==> config.mk <==
export PLATFORM = sky130hd
export DESIGN_NAME = mem_stage_lsu_flat
export DESIGN_NICKNAME = d
export VERILOG_FILES = /design/src/rtl/mem_stage_lsu_pkg.sv /design/src/rtl/mem_stage_lsu_if.sv /design/src/rtl/mem_stage_lsu_load_align.sv /design/src/rtl/mem_stage_lsu.sv /design/src/flat_wrapper.sv
export SDC_FILE = /design/constraint.sdc
export NUM_CORES = 1
export LEC_CHECK = 0
export CORE_MARGIN = 2
export CORE_UTILIZATION = 44
export DETAILED_ROUTE_END_ITERATION = 8
export GPL_TIMING_DRIVEN = 0
export PLACE_DENSITY = 0.78
export SLEW_MARGIN = 20
export SYNTH_ARGS = -nofsm -noshare
export SYNTH_HDL_FRONTEND = slang
export SYNTH_HIERARCHICAL = 1
export SYNTH_SLANG_ARGS = --single-unit
==> constraint.sdc <==
create_clock -name clk_i -period 2.55 [get_ports clk_i]
set_clock_uncertainty 0.05 [all_clocks]
set_input_delay 0.51 -clock clk_i [delete_from_list [all_inputs] [get_ports clk_i]]
set_output_delay 0.51 -clock clk_i [all_outputs]
set_load 0.005 [all_outputs]
==> src/rtl/mem_stage_lsu_pkg.sv <==
// mem_stage_lsu_pkg: shared LSU state type, RV32I funct3 codes and access legality helpers
package mem_stage_lsu_pkg;
    typedef enum logic [1:0] {IDLE, REQ, DONE} lsu_state_t;
    localparam logic [2:0] F3_LB  = 3'b000;
    localparam logic [2:0] F3_LH  = 3'b001;
    localparam logic [2:0] F3_LW  = 3'b010;
    localparam logic [2:0] F3_LBU = 3'b100;
    localparam logic [2:0] F3_LHU = 3'b101;
    localparam logic [2:0] F3_SB  = 3'b000;
    localparam logic [2:0] F3_SH  = 3'b001;
    localparam logic [2:0] F3_SW  = 3'b010;
    localparam logic [1:0] RESULTSRC_MEM = 2'b01;
    function automatic logic f3_illegal(input logic [2:0] f3);
        return f3 == 3'b011 || f3 == 3'b110 || f3 == 3'b111;
    endfunction
    function automatic logic misaligned(input logic [2:0] f3, input logic [1:0] a);
        return (f3[1:0] == F3_LH[1:0] && a[0]) || (f3[1:0] == F3_LW[1:0] && a != 2'b00);
    endfunction
endpackage

==> src/rtl/mem_stage_lsu_if.sv <==
// mem_stage_lsu_if: req/ack data-memory bus between the LSU (master) and memory (slave)
interface mem_stage_lsu_if #(parameter int XLEN = 32) ();
    logic            bus_req_o;
    logic            bus_we_o;
    logic [XLEN-1:0] bus_addr_o;
    logic [XLEN-1:0] bus_wdata_o;
    logic [3:0]      bus_be_o;
    logic            bus_ack_i;
    logic [XLEN-1:0] bus_rdata_i;
    modport master (output bus_req_o, bus_we_o, bus_addr_o, bus_wdata_o, bus_be_o,
                    input bus_ack_i, bus_rdata_i);
    modport slave  (input bus_req_o, bus_we_o, bus_addr_o, bus_wdata_o, bus_be_o,
                    output bus_ack_i, bus_rdata_i);
endinterface

==> src/rtl/mem_stage_lsu_load_align.sv <==
// mem_stage_lsu_load_align: picks the addressed byte/half of a read word and sign/zero-extends it
module mem_stage_lsu_load_align
    import mem_stage_lsu_pkg::*;
(
    input  logic [31:0] i_rdata,
    input  logic [1:0]  i_off,
    input  logic [2:0]  i_funct3,
    output logic [31:0] o_data
);
    logic [7:0]  w_byte;
    logic [15:0] w_half;
    // lane select by byte offset, then extension by access type
    always_comb begin
        w_byte = i_rdata[{i_off, 3'b000} +: 8];
        w_half = i_rdata[{i_off[1], 4'b0000} +: 16];
        o_data = i_funct3 == F3_LB  ? {{24{w_byte[7]}}, w_byte} :
                 i_funct3 == F3_LBU ? {24'h0, w_byte} :
                 i_funct3 == F3_LH  ? {{16{w_half[15]}}, w_half} :
                 i_funct3 == F3_LHU ? {16'h0, w_half} : i_rdata;
    end
endmodule

==> src/rtl/mem_stage_lsu.sv <==
// mem_stage_lsu: MEM-stage load/store unit turning each access into one req/ack bus transaction
module mem_stage_lsu
    import mem_stage_lsu_pkg::*;
#(
    parameter int XLEN           = 32,
    parameter int TIMEOUT_CYCLES = 255
) (
    input  logic                clk_i,
    input  logic                rst_i,
    input  logic                memwriteM_i,
    input  logic [1:0]          resultsrcM_i,
    input  logic [2:0]          funct3M_i,
    input  logic [XLEN-1:0]     aluresultM_i,
    input  logic [XLEN-1:0]     writedataM_i,
    mem_stage_lsu_if.master     bus,
    output logic [XLEN-1:0]     readdataM_o,
    output logic                stall_o,
    output logic                fault_o,
    output logic                bus_err_o
);
    lsu_state_t      r_state;
    logic            r_req;
    logic            r_we;
    logic [XLEN-1:0] r_addr;
    logic [XLEN-1:0] r_wdata;
    logic [3:0]      r_be;
    logic [2:0]      r_f3;
    logic [1:0]      r_off;
    logic [7:0]      r_cnt;
    logic [XLEN-1:0] r_rdata;
    logic            r_err;
    logic            w_access;
    logic            w_bad;
    logic            w_idle;
    logic            w_go;
    logic [3:0]      w_be;
    logic [XLEN-1:0] w_lane;
    logic [XLEN-1:0] w_ldata;

    mem_stage_lsu_load_align u_align (
        .i_rdata  (bus.bus_rdata_i),
        .i_off    (r_off),
        .i_funct3 (r_f3),
        .o_data   (w_ldata)
    );

    // access decode, stall/fault generation and store lane/byte-enable formation
    always_comb begin
        w_access = memwriteM_i | (resultsrcM_i == RESULTSRC_MEM);
        w_bad    = f3_illegal(funct3M_i) | misaligned(funct3M_i, aluresultM_i[1:0]);
        w_idle   = r_state == IDLE;
        w_go     = w_idle & w_access & ~w_bad;
        fault_o  = w_idle & w_access & w_bad;
        stall_o  = (r_state == REQ) | w_go;
        w_be     = funct3M_i[1:0] == F3_SB[1:0] ? 4'b0001 << aluresultM_i[1:0] :
                   funct3M_i[1:0] == F3_SH[1:0] ? 4'b0011 << aluresultM_i[1:0] : 4'b1111;
        w_lane   = funct3M_i[1:0] == F3_SB[1:0] ? {4{writedataM_i[7:0]}} :
                   funct3M_i[1:0] == F3_SH[1:0] ? {2{writedataM_i[15:0]}} :
                   funct3M_i == F3_SW ? writedataM_i : writedataM_i;
    end

    // IDLE -> REQ -> DONE sequencer with registered bus outputs, timeout and load capture
    always_ff @(posedge clk_i or negedge rst_i) begin
        if (!rst_i) begin
            r_state <= IDLE;
            r_req   <= 1'b0;
            r_we    <= 1'b0;
            r_addr  <= '0;
            r_wdata <= '0;
            r_be    <= 4'b0000;
            r_f3    <= 3'b000;
            r_off   <= 2'b00;
            r_cnt   <= 8'd0;
            r_rdata <= '0;
            r_err   <= 1'b0;
        end else begin
            r_err <= 1'b0;
            case (r_state)
                IDLE: if (w_go) begin
                    r_state <= REQ;
                    r_req   <= 1'b1;
                    r_we    <= memwriteM_i;
                    r_addr  <= {aluresultM_i[XLEN-1:2], 2'b00};
                    r_wdata <= memwriteM_i ? w_lane : '0;
                    r_be    <= memwriteM_i ? w_be : 4'b1111;
                    r_f3    <= funct3M_i;
                    r_off   <= aluresultM_i[1:0];
                    r_cnt   <= 8'd0;
                end
                REQ: if (bus.bus_ack_i) begin
                    r_state <= DONE;
                    r_req   <= 1'b0;
                    if (!r_we) r_rdata <= w_ldata;
                end else if (r_cnt == 8'(TIMEOUT_CYCLES - 1)) begin
                    r_state <= DONE;
                    r_req   <= 1'b0;
                    r_err   <= 1'b1;
                    if (!r_we) r_rdata <= '0;
                end else begin
                    r_cnt <= r_cnt + 8'd1;
                end
                DONE: r_state <= IDLE;
                default: r_state <= IDLE;
            endcase
        end
    end

    assign bus.bus_req_o   = r_req;
    assign bus.bus_we_o    = r_we;
    assign bus.bus_addr_o  = r_addr;
    assign bus.bus_wdata_o = r_wdata;
    assign bus.bus_be_o    = r_be;
    assign readdataM_o     = r_rdata;
    assign bus_err_o       = r_err;
endmodule

==> src/flat_wrapper.sv <==
// flat-port wrapper written by rule: the top's interface ports become plain ports
module mem_stage_lsu_flat import mem_stage_lsu_pkg::*;
#(
    parameter int XLEN           = 32,
    parameter int TIMEOUT_CYCLES = 255
)
  (clk_i, rst_i, memwriteM_i, resultsrcM_i, funct3M_i, aluresultM_i, writedataM_i, readdataM_o, stall_o, fault_o, bus_err_o, bus_bus_req_o, bus_bus_we_o, bus_bus_addr_o, bus_bus_wdata_o, bus_bus_be_o, bus_bus_ack_i, bus_bus_rdata_i);
  mem_stage_lsu_if #(.XLEN(XLEN)) bus_i ();
  input  logic clk_i;
  input  logic rst_i;
  input  logic memwriteM_i;
  input  logic [1:0] resultsrcM_i;
  input  logic [2:0] funct3M_i;
  input  logic [XLEN-1:0] aluresultM_i;
  input  logic [XLEN-1:0] writedataM_i;
  output logic [XLEN-1:0] readdataM_o;
  output logic stall_o;
  output logic fault_o;
  output logic bus_err_o;
  output wire logic [$bits(bus_i.bus_req_o)-1:0] bus_bus_req_o;
  output wire logic [$bits(bus_i.bus_we_o)-1:0] bus_bus_we_o;
  output wire logic [$bits(bus_i.bus_addr_o)-1:0] bus_bus_addr_o;
  output wire logic [$bits(bus_i.bus_wdata_o)-1:0] bus_bus_wdata_o;
  output wire logic [$bits(bus_i.bus_be_o)-1:0] bus_bus_be_o;
  input wire logic [$bits(bus_i.bus_ack_i)-1:0] bus_bus_ack_i;
  input wire logic [$bits(bus_i.bus_rdata_i)-1:0] bus_bus_rdata_i;
  assign bus_bus_req_o = bus_i.bus_req_o;
  assign bus_bus_we_o = bus_i.bus_we_o;
  assign bus_bus_addr_o = bus_i.bus_addr_o;
  assign bus_bus_wdata_o = bus_i.bus_wdata_o;
  assign bus_bus_be_o = bus_i.bus_be_o;
  assign bus_i.bus_ack_i = bus_bus_ack_i;
  assign bus_i.bus_rdata_i = bus_bus_rdata_i;
  mem_stage_lsu #(.XLEN(XLEN), .TIMEOUT_CYCLES(TIMEOUT_CYCLES)) u_core (.clk_i(clk_i), .rst_i(rst_i), .memwriteM_i(memwriteM_i), .resultsrcM_i(resultsrcM_i), .funct3M_i(funct3M_i), .aluresultM_i(aluresultM_i), .writedataM_i(writedataM_i), .bus(bus_i), .readdataM_o(readdataM_o), .stall_o(stall_o), .fault_o(fault_o), .bus_err_o(bus_err_o));
endmodule
* After elaboration in Yosys (flattened, before gate mapping)
Index checks and enable logic that the tools add are counted.
** Storage, ports and cells
- Flip-flop bits (word level) :: 116
- Latch bits :: 0
- RAM bits :: 0
- Bits in read-only memories :: 0
- Bits of input ports :: 105
- Output and inout bits :: 105
- Logic and storage cells :: 84
- Memories kept :: 0
** Cells by class
- Add/subtract/negate cells :: 1
- Multiply operators :: 0
- Div/mod/pow operators :: 0
- $lt $le $gt $ge :: 0
- Equality and inequality tests :: 15
- Shift operators :: 4
- Mux-type cells :: 29
- Bitwise operators :: 8
- Reduce and logical (&&, ||, !) cells :: 16
** Operators by type and width (count)
- 32-bit two-way mux :: 11
- 32-bit by 6-bit variable part select with 16-bit output :: 1
- 32-bit by 6-bit variable part select with 8-bit output :: 1
- 8-bit two-way mux :: 3
- 8-bit one-hot mux with 2 select lines :: 1
- 3-bit == test, second input constant :: 4
- 4-bit two-way mux :: 3
- 8-bit by 1-bit adder with 8-bit output, second input constant :: 1
- 8-bit == test, second input constant :: 1
- 2-bit by 1-bit == test with 1-bit output, second input constant :: 3
- 1-bit two-way mux :: 6
- 2-bit two-way mux :: 3
- 2-bit != test, second input constant :: 3
- 3-bit AND reduction :: 2
- 2-bit nonzero test :: 3
- 2-bit zero test :: 2
- 2-bit one-hot mux with 2 select lines :: 1
- 2-bit AND reduction :: 2
- 4-bit AND reduction :: 1
- 1-bit by 2-bit << shifter with 4-bit output, first input constant :: 1
- 2-bit by 2-bit << shifter with 4-bit output, first input constant :: 1
- 1-bit bitwise AND :: 3
- 3-bit by 1-bit == test with 1-bit output, second input constant :: 1
- 3-bit by 2-bit == test with 1-bit output, second input constant :: 1
- 8 further kinds :: 14

* Longest topological paths before layout
Gate-level depths: netlist (run 1).
- Depth after elaboration :: 8
- Gate-level depth with buffers :: 8
- Depth with buffers taken out :: 6

* Cells and area by module
Netlist (run 1), hierarchy kept.
** By module, submodules not included
- mem_stage_lsu :: times used 1, cells each 436, area an instance 5148.7 µm², seq. area each 2902.8 µm²
- mem_stage_lsu_load_align :: times used 1, cells each 127, area an instance 930.9 µm², seq. area each 0.0 µm²

* Worst setup path before layout (run 1)
Ideal clock, no wire load.
- Path type :: input -> register
- From :: input port aluresultM_i[0]
- To :: register u_core.r_addr[28], in the netlist u_core/bus.bus_addr_o[28]
- Setup time :: 128 ps
- Arrival :: 1747 ps
- Data required time :: 2372 ps
- Path slack :: 626 ps
- Cell stages on the path :: 7
- Path buffers :: 1
- Path through :: inv_1 > ha_1 > nor3b_2 > nor2_2 > nor2_4 > buf_2 > mux2_1
** Between the ends
- Word-level cells in the longest chain between the ends :: 7
- Elaborated cells on any way between the ends :: 8
- Classes of those cells :: bitwise (3); reduce/logical (5)
** RTL lines
- from (decl) :: line flat_wrapper.sv:14 : input logic [XLEN-1:0] aluresultM_i;
- 2-bit nonzero test :: line mem_stage_lsu_pkg.sv:17 : return (f3[1:0] == F3_LH[1:0] && a[0]) || (f3[1:0] == F3_LW[1:0] && a != 2'b00);
- 1-bit logical AND :: line mem_stage_lsu_pkg.sv:17
- 1-bit logical OR (*) :: line mem_stage_lsu_pkg.sv:17
- 1-bit OR (*) :: line mem_stage_lsu.sv:50 : w_bad = f3_illegal(funct3M_i) | misaligned(funct3M_i, aluresultM_i[1:0]);
- 1-bit inverter (*) :: line mem_stage_lsu.sv:52 : w_go = w_idle & w_access & ~w_bad;
- 1-bit bitwise AND (*) :: line mem_stage_lsu.sv:52
- 2-bit AND reduction (no source line) (*)
- to (signal assigned) :: line mem_stage_lsu.sv:83 : r_addr <= {aluresultM_i[XLEN-1:2], 2'b00};
- to (decl) :: line mem_stage_lsu.sv:24 : logic [XLEN-1:0] r_addr;
Mark *: on every way between the ends. The rest lies on a longest branch, timed or not.
A chain may end at the register's enable or synchronous reset.

* Final worst setup path (run 1)
- From :: input port resultsrcM_i[0]
- To :: output port fault_o
** Between the ends
- Word-level cells in the longest chain between the ends :: 4
** RTL lines
- from (decl) :: line flat_wrapper.sv:12 : input logic [1:0] resultsrcM_i;
- 2-bit by 1-bit == test with 1-bit output :: line mem_stage_lsu.sv:49 : w_access = memwriteM_i | (resultsrcM_i == RESULTSRC_MEM);
- 1-bit OR :: line mem_stage_lsu.sv:49
- 1-bit bitwise AND (2 in a row) :: line mem_stage_lsu.sv:53 : fault_o = w_idle & w_access & w_bad;
- to (decl) :: line flat_wrapper.sv:18 : output logic fault_o;
No other way between the ends.

==> results of run 1 <==
[kinds of logic (layout without fill, tap and decap cells)]
group / after synthesis / after routing / share of synthesized area (%)
flip-flops: 116 / 116 / 47.7
XOR/XNOR: 5 / 5 / 0.720
adder cells (fa/ha/maj): 6 / 6 / 1.23
AND/OR/NAND/NOR: 146 / 146 / 13.3
AO/OA/AOI/OAI: 152 / 152 / 18.2
buffers and inverters: 62 / 301 / 4.88
other: 1 / 2 / 0.0617
multiplexers: 75 / 75 / 13.9
[worst max-delay path: cells and delay by family]
family                 cells  cell delay [ns]
AND/OR/NAND/NOR            2             0.33
AO/OA/AOI/OAI              1             0.11
buffers and inverters      3             0.98
[sequential cells by signal (all words and copies together), names as in the netlist]
| name | count |
|---|---|
| u_core/r_cnt | 8 |
| u_core/bus.bus_we_o | 1 |
| u_core/bus_err_o | 1 |
| u_core/r_off | 2 |
| u_core/r_state | 2 |
| u_core/readdataM_o | 32 |
| u_core/r_f3 | 3 |
| u_core/bus.bus_addr_o | 30 |
| u_core/bus.bus_wdata_o | 32 |
| u_core/bus.bus_req_o | 1 |
| u_core/bus.bus_be_o | 4 |
[placed cells by master (no fill, tap or decap), types with 10 or more instances in the layout]
master	n
nand3_1	18
clkbuf_16	17
nand2_1	63
nand3_2	10
a221o_1	15
o31ai_1	24
a22o_1	39
buf_4	11
dfrtp_1	116
mux2_2	57
buf_2	18
mux2i_1	10
nor2_1	11
o21ai_0	42
clkbuf_1	26
clkdlybuf4s50_1	199
[repair_timing]
action	in CTS	in global routing
hold buffers	1	0
hold endpoints to repair	33	0
pin swaps	1	0
setup buffers	1	0
endpoints found under the setup margin	2	2
resized for setup	14	3
[worst max-delay path by stage]
stage / startpoint / depth (start not counted) / end
2_1_floorplan: aluresultM_i[0] / 7 / u_core/bus.bus_addr_o[28]
3_3_place_gp: rst_i / 1 / u_core/readdataM_o[26]
3_5_place_dp: aluresultM_i[0] / 7 / stall_o
4_1_cts: resultsrcM_i[0] / 6 / fault_o
5_1_grt: resultsrcM_i[1] / 6 / stall_o
6_report: resultsrcM_i[0] / 6 / fault_o
[cell type report]
class	count	share of cell area [%]
plain buffers	56	3.08
clock buffers	18	4.84
clock inverters	14	2.23
inverters	6	0.248
multi-input cells	386	32.2
flip-flops and latches	116	32.0
well taps	176	2.43
repair buffers	207	23.0
[routing by layer]
metal  GRT usage, %  wire [um]  vias to the layer above
met5              0          0                        -
met4           9.70        451                        0
met3           7.63       1410                       35
met2           41.5       8990                      258
met1           32.6       7540                     2652
li1               -          -                     2530
[stage by stage]
stage               std cells  instance area, um^2  setup slack, ns  total power, uW
floorplan                 564                 6080            0.626             5250
global placement          944                 8350            -3.33             7470
detailed placement        945                 8370           -0.591             7630
CTS                       979                 9060           0.0109            10300
global route              979                 9070          0.00205            10800
finish                    979                 9070           0.0605            10200
[synthesized netlist by cell type (all sizes together) (3+ instances only)]
library cell	n
a31oi	9
inv	6
nand3b	9
a21o	3
or4b	7
xnor2	3
nand2	63
nand4	3
nor2b	4
a21boi	8
a22o	39
o31ai	24
nor3b	4
ha	6
mux2i	10
dfrtp	116
a211oi	3
buf	28
clkbuf	28
nand3	28
mux2	64
o21ai	43
a21oi	3
nor3	4
a221o	15
nor2	13
[power groups by stage]
| stage | combinational (uW) | sequential, uW | clock (uW) |
|---|---|---|---|
| after floorplan | 2090 | 3160 | 0 |
| after global placement | 4320 | 3150 | 0 |
| after detailed placement | 4440 | 3190 | 0 |
| after CTS | 4500 | 3170 | 2590 |
| after global routing | 4860 | 3270 | 2690 |
| final | 4520 | 3160 | 2560 |
==> impl_metrics.json, run 1 <==
{
  "max_freq_ghz": 0.402,
  "dpl.hpwl_um": 13800,
  "cap_violations": 0,
  "cts_buffers": 17,
  "synth_area_leaders": "dfrtp_1 (48%), mux2_2 (11%), a22o_1 (5.6%), nand2_1 (3.9%), o21ai_0 (3.5%)",
  "hold_viol_final": 0,
  "io_pins": 210,
  "power_frac_clock_pct": 25.0,
  "cts_tree": "built",
  "synth_edf_count": 0,
  "ys_seq_area_share_pct": 47.7,
  "p_int_uw": 6970,
  "path_clk_slew_ns": 0.05,
  "cp-start-kind": "input port",
  "die_w_um": 122,
  "holdWs_ns": 0.431,
  "drtPass1Iterations": 6,
  "rsz0062_at_grt": "false",
  "hold_path.startpoint": "u_core/bus.bus_req_o",
  "vias": 5475,
  "reg2reg_slack_ns": 0.34,
  "p_sw_uw": 3280,
  "core_area_um2": 13300,
  "die_area_um2": 14800,
  "root_buffer": "clkbuf_16",
  "ys_warn_count": 6,
  "synth_cells": 563,
  "htreeDepth": 4,
  "antenna_left": 0,
  "min_period_ns": 2.49,
  "period_share_pct": 97.6,
  "insertion_delay_ns": 0.41,
  "drc": 0,
  "row_count": 42,
  "start_util_pct": 45.5,
  "async_reset_ff_share_pct": 100,
  "wl_per_cell_um": 18.8,
  "drt_iter0_drc": 383,
  "hold_path.class": "flop to flop",
  "yosys.area.top_type_share_pct": 47.7,
  "status": "complete, no violations",
  "utilization_pct": 68.0,
  "clockBufferDepth": 2,
  "viasPerCell": 5.59,
  "crit_path_end_kind": "primary output",
  "hold-path-cell-count": 1,
  "port_buffers": 204,
  "n_fill_cell": 1059,
  "p_seq_share_pct": 30.9,
  "crit_chain": "clkdlybuf4s50_1 > nor2b_4 > o21ai_4 > buf_4 > nor3_1 > dlygate4sd2_1",
  "worst_path_largest_cell_delay_ns": 0.47,
  "worstMarginPinSlew_ns": 0.568,
  "grt_max_degree": 66,
  "grt-ovfl-total": 0,
  "multi_input_area_um2": 2920,
  "crit_required_ns": 1.99,
  "worst-setup-path-type": "input port to primary output",
  "slew_violations": 0,
  "diodes": 0,
  "regArea_um2": 2900,
  "syn_to_final_growth_pct": 49.2,
  "combPwrFrac_pct": 44.1,
  "worstHoldEndpoint": "u_core/bus.bus_req_o",
  "fp.dieH_um": 122,
  "synth_cell_types": 49,
  "crit_fanout": 10,
  "antenna_found_initial": 0,
  "rr_worst_depth": 8,
  "leakage_uw": 0.00388,
  "cts.sink_count": 116,
  "r2r-start": "u_core/r_cnt[0]",
  "synth_top_cell_by_area": "dfrtp_1",
  "place_congestion": 0.905,
  "grt_pass1_wl_um": 29000,
  "synthFlopType": "dfrtp_1",
  "nNetsFinal": 901,
  "reg2reg_to": "u_core/readdataM_o[18]",
  "power_density_nw_per_um2": 1130,
  "avgSynthCellArea_um2": 10.8,
  "setup_violations": 0,
  "grt_pass1_vias": 5470,
  "worst_path_max_delay_cell": "clkdlybuf4s50_1",
  "ys_ff_latch": 116,
  "routed_wl_um": 18400,
  "grt_use_total_pct": 25.6,
  "swShare_pct": 32.0,
  "cp_data_arrival_time_ns": 1.93,
  "drive_gt1_share_pct": 17.6,
  "syn_area_um2": 6080,
  "irDropWorstVdd_mv": 0.802,
  "fin_setup_tns_ns": 0,
  "slew_headroom_pct": 62.2
}
(Power assumes the default switching activity.)
==> run 2, diff against run 1 <==
--- a/config.mk
+++ b/config.mk
@@ -8,6 +8,7 @@
 export CORE_MARGIN = 2
 export CORE_UTILIZATION = 44
 export DETAILED_ROUTE_END_ITERATION = 8
+export GPL_ROUTABILITY_DRIVEN = 0
 export GPL_TIMING_DRIVEN = 0
 export PLACE_DENSITY = 0.78
 export SLEW_MARGIN = 20
==> impl_metrics.json, run 2 (same netlist as run 1, synthesis figures left out) <==
{
  "rsz0062_at_grt": "false",
  "grt_use_total_pct": 25.8,
  "dpl.hpwl_um": 13800,
  "grt_max_degree": 63,
  "crit_fanout": 10,
  "drc": 0,
  "viasPerCell": 5.73,
  "antenna_found_initial": 0,
  "grt_pass1_vias": 5637,
  "n_fill_cell": 1002,
  "insertion_delay_ns": 0.41,
  "fin_setup_tns_ns": 0,
  "period_share_pct": 98.0,
  "syn_to_final_growth_pct": 49.2,
  "max_freq_ghz": 0.400,
  "final_common_cell": "clkdlybuf4s50_1",
  "worst_path_largest_cell_delay_ns": 0.50,
  "worstMarginPinSlew_ns": 0.564,
  "cap_violations": 0,
  "nNetsFinal": 900,
  "status": "complete, no violations",
  "leakage_uw": 0.00388,
  "core_area_um2": 13300,
  "drtPass1Iterations": 5,
  "grt-ovfl-total": 0,
  "antenna_left": 0,
  "clockBufferDepth": 2,
  "reg2reg_slack_ns": 0.36,
  "wl_per_cell_um": 18.9,
  "port_buffers": 204,
  "cts.sink_count": 116,
  "start_util_pct": 45.5,
  "cp-start-kind": "input port",
  "row_count": 42,
  "drive_gt1_share_pct": 17.5,
  "hold_path.class": "flop to flop",
  "cp_data_arrival_time_ns": 1.94,
  "cts_setup_buffers": 0,
  "routed_wl_um": 18500,
  "die_area_um2": 14800,
  "worst-path-buf-inv": 3,
  "crit_required_ns": 1.99,
  "vias": 5608,
  "hold_viol_final": 0,
  "worst_path_max_delay_cell": "clkdlybuf4s50_1",
  "min_period_ns": 2.50,
  "crit_family": "buffers and inverters",
  "grt_pass1_wl_um": 29500,
  "fp.dieH_um": 122,
  "dpl_cell_area_um2": 8370,
  "slew_headroom_pct": 62.4,
  "crit_chain": "clkdlybuf4s50_1 > nor2b_4 > o21ai_4 > clkbuf_4 > o21bai_4 > clkdlybuf4s15_2",
  "worst-setup-path-type": "input port to primary output",
  "htreeDepth": 4,
  "irDropWorstVdd_mv": 0.670,
  "path_clk_slew_ns": 0.05,
  "io_pins": 210,
  "utilization_pct": 68.0,
  "setup_violations": 0,
  "cts_buffers": 17,
  "cts_tree": "built",
  "final_cell_mix": "clkdlybuf4s50_1 (199), dfrtp_1 (116), nand2_1 (63)",
  "final_cell_area_um2": 9070,
  "power_density_nw_per_um2": 1130,
  "drt_iter0_drc": 409,
  "diodes": 0,
  "crit_path_end_kind": "primary output",
  "die_w_um": 122,
  "root_buffer": "clkbuf_16",
  "slew_violations": 0
}
==> run 2: cell types whose count changed in the layout (fill, tap and decap cells not counted) <==
cell / delta
buf_4: -2
clkbuf_2: -1
clkbuf_4: +1
clkbuf_8: +1
clkinv_2: +1
clkinvlp_4: -2
inv_6: +1
==> run 2: power breakdown <==
part	total, uW	switching, uW	internal [uW]
Clock	2550	877	1670
Sequential	3160	502	2660
Combinational	4530	1890	2640
Total	10200	3270	6970
==> run 2: layout make-up <==
cell class / count / area (um^2) / share of cell area (%)
clock inverter: 14 / 201 / 2.22
timing repair buffer: 206 / 2080 / 22.9
sequential: 116 / 2900 / 32.0
inverter: 6 / 22.5 / 0.248
tap: 176 / 220 / 2.43
multi-input combinational: 386 / 2920 / 32.2
buffer: 56 / 288 / 3.17
clock buffer: 18 / 439 / 4.84
==> run 2: worst paths after layout <==
check / depth (start not counted) / end / start
max in group asynchronous: 3 / u_core/readdataM_o[0] / rst_i
setup reg to reg: 7 / u_core/readdataM_o[18] / u_core/r_cnt[1]
setup / recovery: 6 / stall_o / resultsrcM_i[1]
hold reg to reg: 1 / u_core/bus.bus_req_o / u_core/bus.bus_req_o
min in group asynchronous: 2 / u_core/bus.bus_wdata_o[20] / rst_i
hold / removal: 1 / u_core/bus.bus_req_o / u_core/bus.bus_req_o
==> run 2: routing by layer <==
metal / share of wire (%) / GRT usage, % / vias to the layer above
li1: - / - / 2531
met4: 2.8 / 11.0 / 0
met5: 0 / 0 / -
met2: 49 / 42.6 / 301
met3: 8.3 / 7.54 / 47
met1: 39 / 31.9 / 2729
==> run 2: timing repair <==
item,CTS,global route
pin swaps,0,0
hold endpoints to repair,5,0
endpoints found under the setup margin,2,2
resized for setup,16,2
hold buffers,1,0
cloned,0,0
==> run 2: metrics by stage <==
step                      hold slack (ns)  setup WS, ns  total power [uW]  cells
after detailed placement            0.421        -0.582              7630    945
final                               0.431        0.0515             10200    978
after CTS                           0.430        0.0215             10300    978
after floorplan                     0.164         0.626              5250    564
after global placement              0.417         -3.36              7470    944
after global routing                0.456      0.000330             10800    978
